===== src/rtl/hazard_pkg.sv =====
// hazard_pkg: shared types and constants for the pipeline hazard/stall unit.
//   state_t     - controller state (RUN, MEM_WAIT)
//   WAIT_CNT_W  - width of the memory-wait duration counter
//   ctrl_word_t - control word carried by the pipeline registers
//   BUBBLE_CTRL - control word loaded into a pipeline register on flush
package hazard_pkg;

   typedef enum logic {
      RUN      = 1'b0,
      MEM_WAIT = 1'b1
   } state_t;

   localparam int WAIT_CNT_W = 16;

   // Minimal per-stage control word; a bubble is an ADDI x0,x0,0 with all
   // architectural side effects disabled.
   typedef struct packed {
      logic        reg_write;
      logic        mem_write;
      logic        mem_read;
      logic [31:0] instr;
   } ctrl_word_t;

   localparam ctrl_word_t BUBBLE_CTRL = '{
      reg_write: 1'b0,
      mem_write: 1'b0,
      mem_read:  1'b0,
      instr:     32'h0000_0013
   };

endpackage


===== src/rtl/hazard_stall_unit_perf.sv =====
// hazard_perf_counters: three saturating event counters for the hazard unit.
// Built only when HAZARD_PERF_CNT_EN is defined.
// Ports:
//   clk, rst        clock, asynchronous active-low reset
//   lu_bubble       a load-use bubble is issued this cycle
//   mem_stall       the pipeline is frozen for a data-memory wait this cycle
//   br_flush        ID/EX is flushed by a taken branch/jump this cycle
//   load_use_cnt, mem_wait_cnt, flush_cnt   counter values (CNT_W bits)
module hazard_perf_counters #(
   parameter int CNT_W = 32
) (
   input  logic             clk,
   input  logic             rst,
   input  logic             lu_bubble,
   input  logic             mem_stall,
   input  logic             br_flush,
   output logic [CNT_W-1:0] load_use_cnt,
   output logic [CNT_W-1:0] mem_wait_cnt,
   output logic [CNT_W-1:0] flush_cnt
);

   localparam logic [CNT_W-1:0] ONE = CNT_W'(1);

   always_ff @(posedge clk or negedge rst) begin
      if (!rst) begin
         load_use_cnt <= '0;
         mem_wait_cnt <= '0;
         flush_cnt    <= '0;
      end else begin
         // Each counter holds at all-ones instead of wrapping.
         if (lu_bubble && (load_use_cnt != '1)) load_use_cnt <= load_use_cnt + ONE;
         if (mem_stall && (mem_wait_cnt != '1)) mem_wait_cnt <= mem_wait_cnt + ONE;
         if (br_flush  && (flush_cnt    != '1)) flush_cnt    <= flush_cnt + ONE;
      end
   end

endmodule


===== src/rtl/hazard_stall_unit.sv =====
// hazard_stall_unit: stall/flush controller for the five-stage RISC-V core.
// Handles load-use hazards, taken branches/jumps resolved in EX and
// variable-latency data-memory accesses in MEM. Priority: memory stall >
// branch flush > load-use bubble. All stall/flush outputs are combinational.
// Optional feature macro: HAZARD_PERF_CNT_EN (adds three perf counters).
// Ports:
//   clk, rst                     clock, asynchronous active-low reset
//   MemReadE, RD_E               load in EX and its destination register
//   Rs1_D, Rs2_D                 source registers of the instruction in ID
//   PCSrcE                       taken branch/jump resolved in EX
//   dmem_req_M, dmem_ready       MEM-stage access active / completes now
//   StallF/D/E/M                 hold PC, IF/ID, ID/EX, EX/MEM
//   FlushD/E/W                   bubble into IF/ID, ID/EX, MEM/WB
//   mem_timeout                  sticky: a memory wait hit TIMEOUT_CYCLES
//   load_use_cnt, mem_wait_cnt, flush_cnt   perf counters (macro only)
module hazard_stall_unit
   import hazard_pkg::*;
#(
   parameter int TIMEOUT_CYCLES = 255,
   parameter int CNT_W          = 32
) (
   input  logic             clk,
   input  logic             rst,
   input  logic             MemReadE,
   input  logic [4:0]       RD_E,
   input  logic [4:0]       Rs1_D,
   input  logic [4:0]       Rs2_D,
   input  logic             PCSrcE,
   input  logic             dmem_req_M,
   input  logic             dmem_ready,
   output logic             StallF,
   output logic             StallD,
   output logic             StallE,
   output logic             StallM,
   output logic             FlushD,
   output logic             FlushE,
   output logic             FlushW,
   output logic             mem_timeout
`ifdef HAZARD_PERF_CNT_EN
   ,
   output logic [CNT_W-1:0] load_use_cnt,
   output logic [CNT_W-1:0] mem_wait_cnt,
   output logic [CNT_W-1:0] flush_cnt
`endif
);

   if (CNT_W < 1 || TIMEOUT_CYCLES < 1 || TIMEOUT_CYCLES > 65535) begin : g_bad_cfg
      $error("hazard_stall_unit: parameter out of range");
   end

   localparam logic [WAIT_CNT_W-1:0] TIMEOUT_VAL = WAIT_CNT_W'(TIMEOUT_CYCLES);
   localparam logic [WAIT_CNT_W-1:0] WAIT_ONE    = WAIT_CNT_W'(1);

   state_t                  state, state_nxt;
   logic [WAIT_CNT_W-1:0]   wait_cnt, wait_cnt_nxt;
   logic                    memstall;
   logic                    lu;

   assign memstall = dmem_req_M && !dmem_ready;
   assign lu       = MemReadE && (RD_E != 5'd0) && ((RD_E == Rs1_D) || (RD_E == Rs2_D));

   // Next state and wait-counter update.
   always_comb begin
      state_nxt    = state;
      wait_cnt_nxt = wait_cnt;
      case (state)
         RUN: begin
            if (memstall) begin
               state_nxt    = MEM_WAIT;
               wait_cnt_nxt = '0;
            end
         end
         MEM_WAIT: begin
            if (wait_cnt != '1) wait_cnt_nxt = wait_cnt + WAIT_ONE;
            if (dmem_ready)     state_nxt    = RUN;
         end
         default: state_nxt = RUN;
      endcase
   end

   always_ff @(posedge clk or negedge rst) begin
      if (!rst) begin
         state       <= RUN;
         wait_cnt    <= '0;
         mem_timeout <= 1'b0;
      end else begin
         state    <= state_nxt;
         wait_cnt <= wait_cnt_nxt;
         // Sets on the edge where the counter reaches the limit.
         if (state == MEM_WAIT && wait_cnt_nxt >= TIMEOUT_VAL) mem_timeout <= 1'b1;
      end
   end

   // Stall/flush outputs. A memory stall freezes everything and suppresses
   // the branch flush so a branch held in EX is replayed on the ready cycle.
   always_comb begin
      StallF = 1'b0;
      StallD = 1'b0;
      StallE = 1'b0;
      StallM = 1'b0;
      FlushD = 1'b0;
      FlushE = 1'b0;
      FlushW = 1'b0;
      if (memstall) begin
         StallF = 1'b1;
         StallD = 1'b1;
         StallE = 1'b1;
         StallM = 1'b1;
         FlushW = 1'b1;
      end else if (PCSrcE) begin
         FlushD = 1'b1;
         FlushE = 1'b1;
      end else if (lu) begin
         StallF = 1'b1;
         StallD = 1'b1;
         FlushE = 1'b1;
      end
   end

`ifdef HAZARD_PERF_CNT_EN
   hazard_perf_counters #(.CNT_W(CNT_W)) u_perf (
      .clk          (clk),
      .rst          (rst),
      .lu_bubble    (lu && !PCSrcE && !memstall),
      .mem_stall    (memstall),
      .br_flush     (PCSrcE && !memstall),
      .load_use_cnt (load_use_cnt),
      .mem_wait_cnt (mem_wait_cnt),
      .flush_cnt    (flush_cnt)
   );
`endif

endmodule


===== config.mk =====
export PLATFORM = sky130hd
export DESIGN_NAME = hazard_stall_unit
export DESIGN_NICKNAME = d
export VERILOG_FILES = /design/src/rtl/hazard_pkg.sv /design/src/rtl/hazard_stall_unit_perf.sv /design/src/rtl/hazard_stall_unit.sv
export SDC_FILE = /design/constraint.sdc
export NUM_CORES = 1
export LEC_CHECK = 0
export CAP_MARGIN = 20
export CORE_MARGIN = 1
export CORE_UTILIZATION = 62
export DETAILED_ROUTE_END_ITERATION = 10
export DONT_BUFFER_PORTS = 1
export PLACE_DENSITY = 0.77
export SETUP_SLACK_MARGIN = 0.15
export SYNTH_ARGS = -nofsm -noshare
export SYNTH_HDL_FRONTEND = slang
export SYNTH_SLANG_ARGS = --single-unit

===== constraint.sdc =====
create_clock -name clk -period 3.2 [get_ports clk]
set_clock_uncertainty 0.15 [all_clocks]
set_input_delay 0.48 -clock clk [delete_from_list [all_inputs] [get_ports clk]]
set_output_delay 0.48 -clock clk [all_outputs]
set_load 0.05 [all_outputs]

# After elaboration in Yosys (flattened, before gate mapping)
# Cells that the tools add are included.
# W data, S select, Z words.
[word_totals]
ff_bits = 18
in_bits = 21
output_inout_bits = 8
word_cells = 29
[classes]
addsub = 1
magnitude_cmp = 1
eq_ne = 3
mux = 13
n_bitwise = 1
reduce_logical = 7
[ops]
columns = ["operator", "n"]
rows = [
  ["$mux W16", 2],
  ["$pmux W16 S2", 1],
  ["$add A16 B1 Y16 const B", 1],
  ["$ge A16 B8 Y1 const B", 1],
  ["$ne A16 B16 Y1 const B", 1],
  ["$eq A5 B5 Y1", 2],
  ["$mux W1", 9],
  ["$reduce_bool A5 Y1", 1],
  ["$logic_and A1 B1 Y1", 4],
  ["$pmux W1 S2", 1],
  ["$logic_not A1 Y1", 1],
  ["$logic_or A1 B1 Y1", 1],
  ["$not A1 Y1", 1],
]

# Depth between registers and ports, before layout
[depth]
ltp_word = 6
ltp_mapped = 8
depth_no_buf = 7

# Least setup slack after synthesis
# OpenSTA, ideal clock, no wires.
[synth_path]
path_type = "input to output"
startpoint = "in RD_E[4]"
endpoint = "out StallF"
arrival_ns = 2.558
t_required_ns = 2.570
slack_ns = 0.012
stages = 6
path_buffers = 1
cell_sequence = "xnor2_1 > nand3_1 > nor3_1 > o221ai_1 > o21ai_0 > buf_4"
[synth_between]
elab_chain_cells = 6
elab_cells_between_ends = 9
classes_between = "eq/ne (2); mux (3); reduce/logical (4)"
[synth_rtl]
columns = ["element", "line", "source"]
rows = [
  ["start, declared", "hazard_stall_unit.sv:25", "input logic [4:0] RD_E,"],
  ["$eq A5 B5 Y1 or $reduce_bool A5 Y1 (tied branches)", "hazard_stall_unit.sv:60", "assign lu = MemReadE && (RD_E != 5'd0) && ((RD_E == Rs1_D) || (RD_E == Rs2_D));"],
  ["$logic_or A1 B1 Y1 or $logic_and A1 B1 Y1 (tied branches)", "hazard_stall_unit.sv:60", ""],
  ["$logic_and A1 B1 Y1 *", "hazard_stall_unit.sv:60", ""],
  ["$mux W1 * (3 in series)", "-", ""],
  ["end, declared", "hazard_stall_unit.sv:31", "output logic StallF,"],
]
# Mark *: on every way between the ends. The rest lies on a longest branch, timed or not.

# Worst setup path after layout
[layout_path]
startpoint = "reg wait_cnt[0]"
endpoint = "reg mem_timeout"
[layout_between]
elab_chain_cells = 5
elab_cells_between_ends = 7
classes_between = "add/sub (1); order compare (1); eq/ne (1); mux (3); reduce/logical (1)"
[layout_rtl]
columns = ["element", "line", "source"]
rows = [
  ["start, declared", "hazard_stall_unit.sv:55", "logic [WAIT_CNT_W-1:0] wait_cnt, wait_cnt_nxt;"],
  ["start signal, assigned", "hazard_stall_unit.sv:88", "wait_cnt <= wait_cnt_nxt;"],
  ["$add A16 B1 Y16 or $ne A16 B16 Y1 (tied branches)", "hazard_stall_unit.sv:74", "if (wait_cnt != '1) wait_cnt_nxt = wait_cnt + WAIT_ONE;"],
  ["$mux W16 *", "hazard_stall_unit.sv:74", ""],
  ["$pmux W16 S2 *", "hazard_stall_unit.sv:66", "case (state)"],
  ["net wait_cnt_nxt[8]", "hazard_stall_unit.sv:55", ""],
  ["$ge A16 B8 Y1 *", "hazard_stall_unit.sv:90", "if (state == MEM_WAIT && wait_cnt_nxt >= TIMEOUT_VAL) mem_timeout <= 1'b1;"],
  ["$logic_and A1 B1 Y1 *", "hazard_stall_unit.sv:90", ""],
  ["end signal, assigned", "hazard_stall_unit.sv:85", "mem_timeout <= 1'b0;"],
  ["end signal, assigned", "hazard_stall_unit.sv:90", ""],
  ["end, declared", "hazard_stall_unit.sv:38", "output logic mem_timeout"],
]
# Mark *: on every way through the listed nets, which the timed path passes. The rest lies on a longest branch.
# A chain may end at the register's enable or synchronous reset.

==> metrics.txt <==
Layout area overhead=3.876%; layout cells sized above 1=12.41%; CP cell instances=ha_1 > nand3_4 > or4_4 > nand4_1 > mux2i_1 > or4_1 > o32a_1; Final Hold Fails=0; max cap viols=0; outcome=finished clean; crit path buf inv count=0; Worst-Skew Late Latency=0.28 ns; Seq cells post-synth=18; Antenna Nets Post-Route=0; CP arrival=2.93 ns; routed via count=1160; fin. max-slew vios=0; Final Util=68.37%; total core area=0.001962 sq mm; die height=47.64 um; f_max=344.8 MHz; Max-Slew Margin vs Limit=47.76%; sequential fraction of the synthesis area=34.88%; Bufs on Longest Clock Path=2; crit path max fanout=10; Fin Setup TNS=0 ns; CTS HTree Levels=1; register area=450.4 sq um; Tightest Hold Check Type=primary input to flop; Die Wd=47.64 um; global-route wire length before repair=4229 um; WL final=2644 um; CP Data Required Time=3.23 ns; CTS clk-pin slew, worst paths=0.10 ns; Post-CTS Setup Bufs=0; Cell Pwr Density=360.8 mW/mm^2; slowest stage delay, CP=0.62 ns; Initial Util=65.82%; Residual DRC=0; I/O Pins=29; Worst path slowest cell=or4_4; Fillers=191; Synth Flop Type=dfrtp_1; largest net degree at the start of global routing=19; Setup crit end kind=flop; Post-Syn Nets=168; Leak Pwr=0.5461 nW; total power=0.4839 mW; Worst VDD drop=0.3551 mV; die area=0.002269 sq mm; worst slew pin tran=0.7811 ns; TritonCTS Buffers=3; CTS Sinks=18; drt first pass iters=4; critical path class=flop to flop; period utilisation layout=90.62%; Avg Inst Size Synth=8.844 sq um; Startpoint Class=flop; nets=169; Yosys cell types=48; Detailed Route Iter0 Violations=41; drt wl/cell=15.37 um; share of flip-flops with an asynchronous set or reset=100.0%; # diodes=0; RSZ-0062 raised after global routing=no; CTS tree=built; Period minus WS final=2.900 ns; final setup fails=0; # rows=16; PortBufs=0; initial antenna violation count=0; Vias/cell=6.744; clock root buffer=clkbuf_4; GRT Total Usage=26.04%; vias in the first global route=991; grt total ovfl=0; Synth Instances=146; Final GP Congestion=0.8874; CP top delay family=simple AND/OR/NAND/NOR gates; Synth Cell Area=0.001291 sq mm; EDFF count, synth=0; Yosys Warn Count=0; Multi-input gate area=753.2 sq um; hpwl dp=2050 um
-- layout make-up --
type | instances | area share, %
clock buffer | 3 | 1.679
timing repair buffer | 7 | 4.104
sequential | 18 | 33.58
multi-input combinational | 110 | 56.16
tap | 27 | 2.519
inverter | 7 | 1.959
-- power by group --
| part | internal, mW | switching (mW) | total (mW) |
|---|---|---|---|
| sequential | 0.243 | 0.0322 | 0.275 |
| combinational | 0.0374 | 0.0628 | 0.100 |
| clock | 0.0436 | 0.0652 | 0.109 |
| total | 0.324 | 0.160 | 0.484 |
-- cells in the final DEF (no fill, tap or decap), types with 2 or more instances in the layout --
cell | Yosys | layout
a31oi_1 | 2 | 2
o311ai_0 | 2 | 2
nor3_1 | 3 | 3
nand4_2 | 2 | 2
nand3_1 | 12 | 12
nand4_1 | 5 | 5
or4_1 | 3 | 3
or2_2 | 2 | 2
xnor2_1 | 6 | 6
inv_1 | 7 | 7
a21oi_1 | 3 | 3
nor2_1 | 10 | 10
xor2_1 | 4 | 4
buf_4 | 3 | 6
mux2i_1 | 5 | 5
clkbuf_4 | 0 | 3
nand2_1 | 11 | 11
dfrtp_1 | 18 | 18
o21ai_0 | 6 | 5
nor4_1 | 8 | 8
-- kinds of logic after synthesis --
kind of cell	after synthesis	synth area share (%)
buffers and inverters	18	7.074
AO/OA/AOI/OAI	28	15.89
adder cells (fa/ha/maj)	1	0.9688
multiplexers	5	3.876
flip-flops	18	34.88
AND/OR/NAND/NOR	66	30.52
XOR/XNOR	10	6.783
-- final timing paths --
path / cells after the start / start / slack [ns] / end
max reg2reg: 7 / wait_cnt[0] / 0.30 / mem_timeout
min in group asynchronous: 1 / rst / 0.56 / wait_cnt[10]
min reg2reg: 1 / wait_cnt[8] / 0.41 / wait_cnt[8]
max in group asynchronous: 1 / rst / 1.85 / state
max: 7 / wait_cnt[0] / 0.30 / mem_timeout
min: 1 / dmem_ready / 0.10 / state
-- flip-flops by register name, summed over array words and instances, names as in the netlist --
register / flops
wait_cnt: 16
mem_timeout: 1
state: 1
-- Yosys cell counts, types with 2 or more instances --
master | count | area [sq um]
o21ai_0 | 6 | 30.03
clkbuf_1 | 3 | 11.26
nand4_2 | 2 | 25.02
xor2_1 | 4 | 35.03
buf_4 | 3 | 22.52
nand4_1 | 5 | 31.28
o311ai_0 | 2 | 17.52
mux2i_1 | 5 | 50.05
nor2_1 | 10 | 37.54
nor3_1 | 3 | 15.01
nand2_1 | 11 | 41.29
nor4_1 | 8 | 50.05
or2_2 | 2 | 12.51
buf_2 | 4 | 20.02
a21oi_1 | 3 | 15.01
inv_1 | 7 | 26.28
a31oi_1 | 2 | 12.51
dfrtp_1 | 18 | 450.4
xnor2_1 | 6 | 52.55
or4_1 | 3 | 22.52
nand3_1 | 12 | 60.06
-- through the flow --
stage,worst slack [ns],area (sq um),hold slack (ns),std cells
floorplan,0.4457,1291,0.03441,146
global placement,0.3900,1309,0.03480,168
detailed placement,0.3176,1309,0.03481,168
CTS,0.3015,1341,0.08842,172
global route,0.1866,1341,0.08449,172
finish,0.3001,1341,0.1023,172
-- metal layers --
metal  up-vias  GRT usage, %  routed length [um]
met3         4         3.396                 152
met5         -             0                   0
met2        43         42.47                1244
met4         0         8.333                  23
met1       557         35.90                1224
li1        556             -                   -
-- timing repair --
item                                   in CTS  in global routing
gates resized for setup                     0                  0
endpoints found under the hold margin      18                  0
hold buffers                                1                  0
Power figures use the tool's default switching activity.
